==> src/rtl/addsub_pkg.sv <==
// Shared types and constants for the two-requester adder-subtracter controller.
package addsub_pkg;

    typedef enum logic [1:0] {
        IDLE = 2'd0,
        CALC = 2'd1,
        RESP = 2'd2
    } state_t;

    localparam logic REQ0   = 1'b0;
    localparam logic REQ1   = 1'b1;
    localparam logic OP_ADD = 1'b0;
    localparam logic OP_SUB = 1'b1;

endpackage

==> src/rtl/addsub_share_ctrl_if.sv <==
// Request/response bundle between two requesters, a consumer and the controller.
// rsp_ovf exists only when ADDSUB_OVF_FLAG_EN is defined.
interface addsub_share_ctrl_if #(
    parameter int unsigned N = 8
);
    logic         req0_valid;
    logic         req0_ready;
    logic [N-1:0] req0_a;
    logic [N-1:0] req0_b;
    logic         req0_sub;
    logic         req1_valid;
    logic         req1_ready;
    logic [N-1:0] req1_a;
    logic [N-1:0] req1_b;
    logic         req1_sub;
    logic         rsp_valid;
    logic         rsp_ready;
    logic         rsp_id;
    logic [N-1:0] rsp_sum;
    logic         rsp_cout;
`ifdef ADDSUB_OVF_FLAG_EN
    logic         rsp_ovf;
`endif

    modport master (
        output req0_valid, req0_a, req0_b, req0_sub,
        output req1_valid, req1_a, req1_b, req1_sub,
        output rsp_ready,
        input  req0_ready, req1_ready,
        input  rsp_valid, rsp_id, rsp_sum, rsp_cout
`ifdef ADDSUB_OVF_FLAG_EN
        , input rsp_ovf
`endif
    );

    modport slave (
        input  req0_valid, req0_a, req0_b, req0_sub,
        input  req1_valid, req1_a, req1_b, req1_sub,
        input  rsp_ready,
        output req0_ready, req1_ready,
        output rsp_valid, rsp_id, rsp_sum, rsp_cout
`ifdef ADDSUB_OVF_FLAG_EN
        , output rsp_ovf
`endif
    );

endinterface

==> src/rtl/addsub_unit.sv <==
// N-bit adder-subtracter: sum = a + (b ^ {N{sub}}) + sub, cout is bit N.
module addsub_unit #(
    parameter int unsigned N = 8
) (
    input  logic [N-1:0] a,
    input  logic [N-1:0] b,
    input  logic         sub,
    output logic [N-1:0] sum,
    output logic         cout
);

    always_comb begin
        {cout, sum} = (N+1)'(a) + (N+1)'(b ^ {N{sub}}) + (N+1)'(sub);
    end

endmodule

==> src/rtl/rr_arb2.sv <==
// Two-way round-robin arbiter: combinational grant, pointer moves past the winner on accept.
module rr_arb2
    import addsub_pkg::*;
(
    input  logic       clk,
    input  logic       rst,
    input  logic       valid0,
    input  logic       valid1,
    input  logic       accept,
    output logic [1:0] grant_c
);

    logic ptr;

    always_comb begin
        grant_c = 2'b00;
        if (valid0 && valid1) begin
            grant_c = (ptr == REQ1) ? 2'b10 : 2'b01;
        end else if (valid0) begin
            grant_c = 2'b01;
        end else if (valid1) begin
            grant_c = 2'b10;
        end
    end

    always_ff @(posedge clk) begin
        if (rst) begin
            ptr <= REQ0;
        end else if (accept) begin
            ptr <= grant_c[1] ? REQ0 : REQ1;
        end
    end

endmodule

==> src/rtl/addsub_share_ctrl.sv <==
// Shares one adder-subtracter between two requesters; IDLE -> CALC -> RESP per operation.
// Optional signed overflow flag enabled by ADDSUB_OVF_FLAG_EN.
module addsub_share_ctrl
    import addsub_pkg::*;
#(
    parameter int unsigned N = 8
) (
    input  logic               clk,
    input  logic               rst,
    addsub_share_ctrl_if.slave bus
);

    state_t       state;
    logic [N-1:0] a_q;
    logic [N-1:0] b_q;
    logic         sub_q;
    logic         id_q;
    logic [1:0]   grant_c;
    logic         accept_c;
    logic [N-1:0] sum_c;
    logic         cout_c;
    logic         rsp_valid_q;
    logic         rsp_id_q;
    logic [N-1:0] rsp_sum_q;
    logic         rsp_cout_q;

    assign bus.req0_ready = (state == IDLE) & grant_c[0];
    assign bus.req1_ready = (state == IDLE) & grant_c[1];
    assign accept_c       = (bus.req0_valid & bus.req0_ready) | (bus.req1_valid & bus.req1_ready);

    rr_arb2 u_arb (
        .clk     (clk),
        .rst     (rst),
        .valid0  (bus.req0_valid),
        .valid1  (bus.req1_valid),
        .accept  (accept_c),
        .grant_c (grant_c)
    );

    addsub_unit #(.N(N)) u_addsub (
        .a    (a_q),
        .b    (b_q),
        .sub  (sub_q),
        .sum  (sum_c),
        .cout (cout_c)
    );

    always_ff @(posedge clk) begin
        if (rst) begin
            state       <= IDLE;
            a_q         <= '0;
            b_q         <= '0;
            sub_q       <= OP_ADD;
            id_q        <= REQ0;
            rsp_valid_q <= 1'b0;
            rsp_id_q    <= REQ0;
            rsp_sum_q   <= '0;
            rsp_cout_q  <= 1'b0;
        end else begin
            case (state)
                IDLE: begin
                    if (accept_c) begin
                        a_q   <= grant_c[1] ? bus.req1_a   : bus.req0_a;
                        b_q   <= grant_c[1] ? bus.req1_b   : bus.req0_b;
                        sub_q <= grant_c[1] ? bus.req1_sub : bus.req0_sub;
                        id_q  <= grant_c[1] ? REQ1 : REQ0;
                        state <= CALC;
                    end
                end
                CALC: begin
                    rsp_sum_q   <= sum_c;
                    rsp_cout_q  <= cout_c;
                    rsp_id_q    <= id_q;
                    rsp_valid_q <= 1'b1;
                    state       <= RESP;
                end
                RESP: begin
                    if (bus.rsp_ready) begin
                        rsp_valid_q <= 1'b0;
                        state       <= IDLE;
                    end
                end
                default: state <= IDLE;
            endcase
        end
    end

    assign bus.rsp_valid = rsp_valid_q;
    assign bus.rsp_id    = rsp_id_q;
    assign bus.rsp_sum   = rsp_sum_q;
    assign bus.rsp_cout  = rsp_cout_q;

`ifdef ADDSUB_OVF_FLAG_EN
    // Overflow when both effective operands share a sign that the sum does not.
    logic ovf_c;
    logic rsp_ovf_q;

    assign ovf_c = (a_q[N-1] == (b_q[N-1] ^ sub_q)) & (sum_c[N-1] != a_q[N-1]);

    always_ff @(posedge clk) begin
        if (rst) begin
            rsp_ovf_q <= 1'b0;
        end else if (state == CALC) begin
            rsp_ovf_q <= ovf_c;
        end
    end

    assign bus.rsp_ovf = rsp_ovf_q;
`endif

endmodule

==> src/flat_wrapper.sv <==
// flat-port wrapper written by rule: the top's interface ports become plain ports
module addsub_share_ctrl_flat import addsub_pkg::*;
#(
    parameter int unsigned N = 8
)
  (clk, rst, bus_req0_valid, bus_req0_a, bus_req0_b, bus_req0_sub, bus_req1_valid, bus_req1_a, bus_req1_b, bus_req1_sub, bus_rsp_ready, bus_req0_ready, bus_req1_ready, bus_rsp_valid, bus_rsp_id, bus_rsp_sum, bus_rsp_cout);
  addsub_share_ctrl_if #(.N(N)) bus_i ();
  input  logic clk;
  input  logic rst;
  input wire logic [$bits(bus_i.req0_valid)-1:0] bus_req0_valid;
  input wire logic [$bits(bus_i.req0_a)-1:0] bus_req0_a;
  input wire logic [$bits(bus_i.req0_b)-1:0] bus_req0_b;
  input wire logic [$bits(bus_i.req0_sub)-1:0] bus_req0_sub;
  input wire logic [$bits(bus_i.req1_valid)-1:0] bus_req1_valid;
  input wire logic [$bits(bus_i.req1_a)-1:0] bus_req1_a;
  input wire logic [$bits(bus_i.req1_b)-1:0] bus_req1_b;
  input wire logic [$bits(bus_i.req1_sub)-1:0] bus_req1_sub;
  input wire logic [$bits(bus_i.rsp_ready)-1:0] bus_rsp_ready;
  output wire logic [$bits(bus_i.req0_ready)-1:0] bus_req0_ready;
  output wire logic [$bits(bus_i.req1_ready)-1:0] bus_req1_ready;
  output wire logic [$bits(bus_i.rsp_valid)-1:0] bus_rsp_valid;
  output wire logic [$bits(bus_i.rsp_id)-1:0] bus_rsp_id;
  output wire logic [$bits(bus_i.rsp_sum)-1:0] bus_rsp_sum;
  output wire logic [$bits(bus_i.rsp_cout)-1:0] bus_rsp_cout;
  assign bus_i.req0_valid = bus_req0_valid;
  assign bus_i.req0_a = bus_req0_a;
  assign bus_i.req0_b = bus_req0_b;
  assign bus_i.req0_sub = bus_req0_sub;
  assign bus_i.req1_valid = bus_req1_valid;
  assign bus_i.req1_a = bus_req1_a;
  assign bus_i.req1_b = bus_req1_b;
  assign bus_i.req1_sub = bus_req1_sub;
  assign bus_i.rsp_ready = bus_rsp_ready;
  assign bus_req0_ready = bus_i.req0_ready;
  assign bus_req1_ready = bus_i.req1_ready;
  assign bus_rsp_valid = bus_i.rsp_valid;
  assign bus_rsp_id = bus_i.rsp_id;
  assign bus_rsp_sum = bus_i.rsp_sum;
  assign bus_rsp_cout = bus_i.rsp_cout;
  addsub_share_ctrl #(.N(N)) u_core (.clk(clk), .rst(rst), .bus(bus_i));
endmodule
==> config.mk <==
export PLATFORM = sky130hd
export DESIGN_NAME = addsub_share_ctrl_flat
export DESIGN_NICKNAME = d
export VERILOG_FILES = /design/src/rtl/addsub_pkg.sv /design/src/rtl/addsub_share_ctrl_if.sv /design/src/rtl/addsub_unit.sv /design/src/rtl/rr_arb2.sv /design/src/rtl/addsub_share_ctrl.sv /design/src/flat_wrapper.sv
export SDC_FILE = /design/constraint.sdc
export NUM_CORES = 1
export LEC_CHECK = 0
export CAP_MARGIN = 0
export CORE_MARGIN = 3
export CORE_UTILIZATION = 40
export CTS_CLUSTER_SIZE = 25
export DETAILED_ROUTE_END_ITERATION = 10
export HOLD_SLACK_MARGIN = 0.15
export PLACE_DENSITY = 0.7
export SYNTH_ARGS = -nofsm -noshare
export SYNTH_HDL_FRONTEND = slang
export SYNTH_SLANG_ARGS = --single-unit
==> constraint.sdc <==
create_clock -name clk -period 2.44 [get_ports clk]
set_input_delay 0.61 -clock clk [delete_from_list [all_inputs] [get_ports clk]]
set_output_delay 0.61 -clock clk [all_outputs]
set_load 0.005 [all_outputs]
==> report_table.html <==
<table>
<tr><th>Metric</th><th>Value</th></tr>
<tr><th colspan="2">CTS</th></tr>
<tr><td>Clock transition at path regs</td><td>0.06 ns</td></tr>
<tr><td>Insertion delay to the later sink of the worst-skew pair</td><td>0.28 ns</td></tr>
<tr><td>Total setup buffers inserted after CTS</td><td>0</td></tr>
<tr><td>Clock Root Buffer</td><td>sky130_fd_sc_hd__clkbuf_8</td></tr>
<tr><td>Buffer levels on the longest clock path</td><td>2</td></tr>
<tr><td>CTS tree</td><td>yes</td></tr>
<tr><td>Count of clock tree sinks</td><td>32</td></tr>
<tr><td>Number of buffers inserted during clock tree synthesis</td><td>5</td></tr>
<tr><td>Hold Buf Count CTS</td><td>0</td></tr>
<tr><td>Max H-tree Level</td><td>2</td></tr>
<tr><th colspan="2">Final layout</th></tr>
<tr><td>Final Instance Count excl. Fillers</td><td>292</td></tr>
<tr><td>Most used cells in the layout excluding fill and tap cells</td><td>49 x sky130_fd_sc_hd__clkdlybuf4s50_1, 32 x sky130_fd_sc_hd__dfxtp_1, 24 x sky130_fd_sc_hd__a21oi_1</td></tr>
<tr><td>Antenna Cells</td><td>0</td></tr>
<tr><td>Area grow syn2layout</td><td>39.8%</td></tr>
<tr><td>Commonest non-fill, non-tap cell in the layout</td><td>sky130_fd_sc_hd__clkdlybuf4s50_1</td></tr>
<tr><td>Final core utilization</td><td>60.3%</td></tr>
<tr><td>Share of post-route cells with drive strength above 1</td><td>8.61%</td></tr>
<tr><td>Final-stage net count</td><td>291</td></tr>
<tr><th colspan="2">Flow run</th></tr>
<tr><td>Max-cap check violation count</td><td>0</td></tr>
<tr><th colspan="2">Timing</th></tr>
<tr><td>Highest clock rate</td><td>0.442 GHz</td></tr>
<tr><td>Slew headroom</td><td>51.4%</td></tr>
<tr><td>Final worst hold slack</td><td>0.447 ns</td></tr>
<tr><td>Worst clock skew</td><td>0.00521 ns</td></tr>
<tr><td>Final setup viols</td><td>0</td></tr>
<tr><td>Post-layout min period</td><td>2.26 ns</td></tr>
<tr><td>RSZ-0062 raised after global routing</td><td>false</td></tr>
<tr><td>Least-Margin Pin Slew</td><td>0.726 ns</td></tr>
<tr><td>Final worst-path cycle share</td><td>92.7%</td></tr>
<tr><td>Final hold viol count</td><td>0</td></tr>
<tr><td>Number of max-slew violations in the final report</td><td>0</td></tr>
<tr><th colspan="2">Logic synthesis</th></tr>
<tr><td>Primary flip-flop cell chosen by synthesis mapping</td><td>sky130_fd_sc_hd__dfxtp_1</td></tr>
<tr><td>Synthesized cell area</td><td>0.00165 sq mm</td></tr>
<tr><td>Number of enable-type register cells in the synthesized netlist</td><td>0</td></tr>
<tr><td>Cell types with the largest area share after synthesis</td><td>sky130_fd_sc_hd__dfxtp_1 39%, sky130_fd_sc_hd__a21oi_1 7.3%, sky130_fd_sc_hd__ha_1 5.3%</td></tr>
<tr><td>Synth Instances</td><td>188</td></tr>
<tr><td>Register bit total from synthesis</td><td>32</td></tr>
<tr><td>Async S/R FF share, synth</td><td>0%</td></tr>
<tr><td>Post-synthesis sequential area ratio</td><td>38.8%</td></tr>
<tr><td>Library cell with the largest summed area after synthesis</td><td>sky130_fd_sc_hd__dfxtp_1</td></tr>
<tr><td>Top cell type's share of synthesized area</td><td>38.8%</td></tr>
<tr><td>Synth Net Count</td><td>235</td></tr>
<tr><td>Number of warnings printed during yosys synthesis</td><td>0</td></tr>
<tr><td>Yosys cell types</td><td>37</td></tr>
<tr><td>Post-Syn Area per Cell</td><td>8.77 sq um</td></tr>
<tr><th colspan="2">Worst hold path</th></tr>
<tr><td>Type of the tightest min-delay check</td><td>reg2reg</td></tr>
<tr><td>Hold depth</td><td>2</td></tr>
<tr><th colspan="2">Pwr</th></tr>
<tr><td>Pwr dens</td><td>688 mW/mm^2</td></tr>
<tr><td>Total leakage power</td><td>0.948 nW</td></tr>
<tr><td>PnR Total Power</td><td>1.59 mW</td></tr>
<tr><td>Peak VDD IR</td><td>371 uV</td></tr>
<tr><th colspan="2">Floorplanning</th></tr>
<tr><td>Std cell rows</td><td>22</td></tr>
<tr><td>I/O Pins</td><td>52</td></tr>
<tr><td>Width of the chip</td><td>70.2 microns</td></tr>
<tr><td>Die area</td><td>0.00493 sq mm</td></tr>
<tr><td>Die height</td><td>70.2 microns</td></tr>
<tr><td>Area of the core region</td><td>0.00383 sq mm</td></tr>
<tr><td>Initial cell density of the core</td><td>43.1%</td></tr>
<tr><th colspan="2">Setup path</th></tr>
<tr><td>Worst path slowest cell</td><td>sky130_fd_sc_hd__clkdlybuf4s50_1</td></tr>
<tr><td>Stages on the worst setup path</td><td>4</td></tr>
<tr><td>Type of origin of the critical path</td><td>primary input</td></tr>
<tr><td>Maximum cell stage delay along the critical path</td><td>0.41 ns</td></tr>
<tr><td>Count of buffering cells on the critical path with inverters included</td><td>2</td></tr>
<tr><td>Depth of the worst register-to-register path</td><td>7</td></tr>
<tr><td>Classification of the worst setup path</td><td>in2out</td></tr>
<tr><td>Cell Chain, Critical Path</td><td>clkdlybuf4s50_1, nor2b_1, nor3_2, dlygate4sd2_1</td></tr>
<tr><td>Delay-heaviest family, CP</td><td>buffers and inverters</td></tr>
<tr><td>Highest fanout seen on the critical path</td><td>2</td></tr>
<tr><td>WP data arrival</td><td>1.65 ns</td></tr>
<tr><td>Critical path endpoint category</td><td>primary output</td></tr>
<tr><td>Required @ worst endpoint</td><td>1.83 ns</td></tr>
<tr><th colspan="2">Routing</th></tr>
<tr><td>Drt first pass iters</td><td>4</td></tr>
<tr><td>Wirelength, routed</td><td>3540 microns</td></tr>
<tr><td>Number of remaining DRC errors</td><td>0</td></tr>
<tr><td>Drt first-iter violations</td><td>73</td></tr>
<tr><td>Average wire per cell in the routed design</td><td>12.1 microns</td></tr>
<tr><td>Total vias in the final route</td><td>1,464</td></tr>
<tr><td>Vias per cell</td><td>5.01</td></tr>
<tr><td>Final ANT Viol Nets</td><td>0</td></tr>
<tr><th colspan="2">Global routing</th></tr>
<tr><td>Pin count of the biggest net entering global routing</td><td>23</td></tr>
<tr><td>Congestion Overflow GR</td><td>0</td></tr>
<tr><td>Vias in the first global route</td><td>1,262</td></tr>
<tr><td>Initial antenna violation count</td><td>0</td></tr>
<tr><td>Overall track demand over capacity in global routing</td><td>15.3%</td></tr>
<tr><td>Wire length of the first global-routing pass</td><td>5950 microns</td></tr>
<tr><th colspan="2">Placed design</th></tr>
<tr><td>I/O Buffers</td><td>51</td></tr>
<tr><td>HPWL after DPL</td><td>2840 microns</td></tr>
<tr><td>Placer's final routability congestion estimate</td><td>0.808</td></tr>
<tr><td>Placed cells</td><td>285</td></tr>
<tr><th colspan="2">Run status</th></tr>
<tr><td>Outcome</td><td>finished clean</td></tr>
</table>
-- layer usage --
layer	global-route usage [%]	wire length (microns)	vias to the layer above
met3	5.18	188	5
met2	24.0	1660	33
met4	5.11	53	0
met1	19.5	1640	639
li1	-	-	787
met5	0	0	-
-- final cells by class --
type | instances | area, sq um
clock inverter | 1 | 5.00
clock buffer | 6 | 72.6
inverter | 5 | 18.8
tap | 48 | 60.1
sequential | 32 | 641
multi-input combinational | 140 | 933
fill | 388 | 1520
timing repair buffer | 60 | 576
-- metrics by stage --
step	setup WS [ns]	cell area, sq um	TNS, ns
6_report	0.179	2310	0
5_1_grt	0.0856	2310	0
4_1_cts	0.159	2310	0
3_5_place_dp	-0.185	2230	-0.288
3_3_place_gp	-0.165	2230	-0.267
2_1_floorplan	0.493	1650	0
-- worst reg2reg max path, cell delays in order, from the launching register on --
cell,delay [ns]
sky130_fd_sc_hd__dfxtp_1,0.39
sky130_fd_sc_hd__mux2_4,0.34
sky130_fd_sc_hd__fa_1,0.40
sky130_fd_sc_hd__a21o_1,0.19
sky130_fd_sc_hd__a211oi_1,0.23
sky130_fd_sc_hd__nor2_1,0.11
sky130_fd_sc_hd__o211ai_1,0.18
sky130_fd_sc_hd__a31oi_1,0.10
-- registers in the layout (all words and copies together), names as in the netlist --
name and flops:
u_core.a_q 8, u_core.b_q 8, u_core.bus.rsp_cout 1, u_core.bus.rsp_id 1
u_core.bus.rsp_sum 8, u_core.bus.rsp_valid 1, u_core.id_q 1, u_core.state 2
u_core.sub_q 1, u_core.u_arb.ptr 1
-- report_power, final --
part	switching (mW)	internal (mW)	leakage, nW
clock	0.180	0.193	0.0410
combinational	0.278	0.291	0.643
sequential	0.0481	0.595	0.263
-- synth_stat cells, types with 2 or more instances --
master,n
sky130_fd_sc_hd__ha_1,7
sky130_fd_sc_hd__o21ai_0,5
sky130_fd_sc_hd__inv_1,5
sky130_fd_sc_hd__a211oi_1,10
sky130_fd_sc_hd__dfxtp_1,32
sky130_fd_sc_hd__a22oi_1,11
sky130_fd_sc_hd__nand3_1,2
sky130_fd_sc_hd__a21oi_1,24
sky130_fd_sc_hd__nor3_1,2
sky130_fd_sc_hd__nor2_1,16
sky130_fd_sc_hd__xor2_1,9
sky130_fd_sc_hd__clkbuf_1,6
sky130_fd_sc_hd__o211ai_1,2
sky130_fd_sc_hd__nand2_1,21
sky130_fd_sc_hd__a31oi_1,2
sky130_fd_sc_hd__a21o_1,2
sky130_fd_sc_hd__nor2b_1,2
sky130_fd_sc_hd__xnor2_1,3
sky130_fd_sc_hd__buf_2,3
sky130_fd_sc_hd__mux2i_1,7
-- cells by family (layout without fill, tap and decap cells) --
| logic type | after synthesis | after routing | synth area share, % |
|---|---|---|---|
| AOI/OAI and AO/OA | 61 | 61 | 24.4 |
| xor gates and xnor gates | 12 | 12 | 6.37 |
| adders and majority gates | 8 | 8 | 6.52 |
| buffers and inverters | 16 | 72 | 4.55 |
| DFF | 32 | 32 | 38.8 |
| muxes | 8 | 8 | 5.16 |
| and+or+nand+nor | 51 | 51 | 14.2 |
-- repair_timing --
action / CTS / global route
hold endpoints to repair: 0 / 0
resized for setup: 2 / 0
endpoints found under the setup margin: 2 / 0
-- final timing paths --
kind | start | endpoint | slack, ns
worst min register to register | u_core.bus.rsp_sum[4] | u_core.bus.rsp_sum[4] | 0.45
worst min-delay path | u_core.bus.rsp_sum[4] | u_core.bus.rsp_sum[4] | 0.45
worst max-delay path | bus_req0_valid | bus_req1_ready | 0.18
worst max register to register | u_core.b_q[0] | u_core.bus.rsp_cout | 0.35
Note: power is estimated with default switching activity, not from simulation.
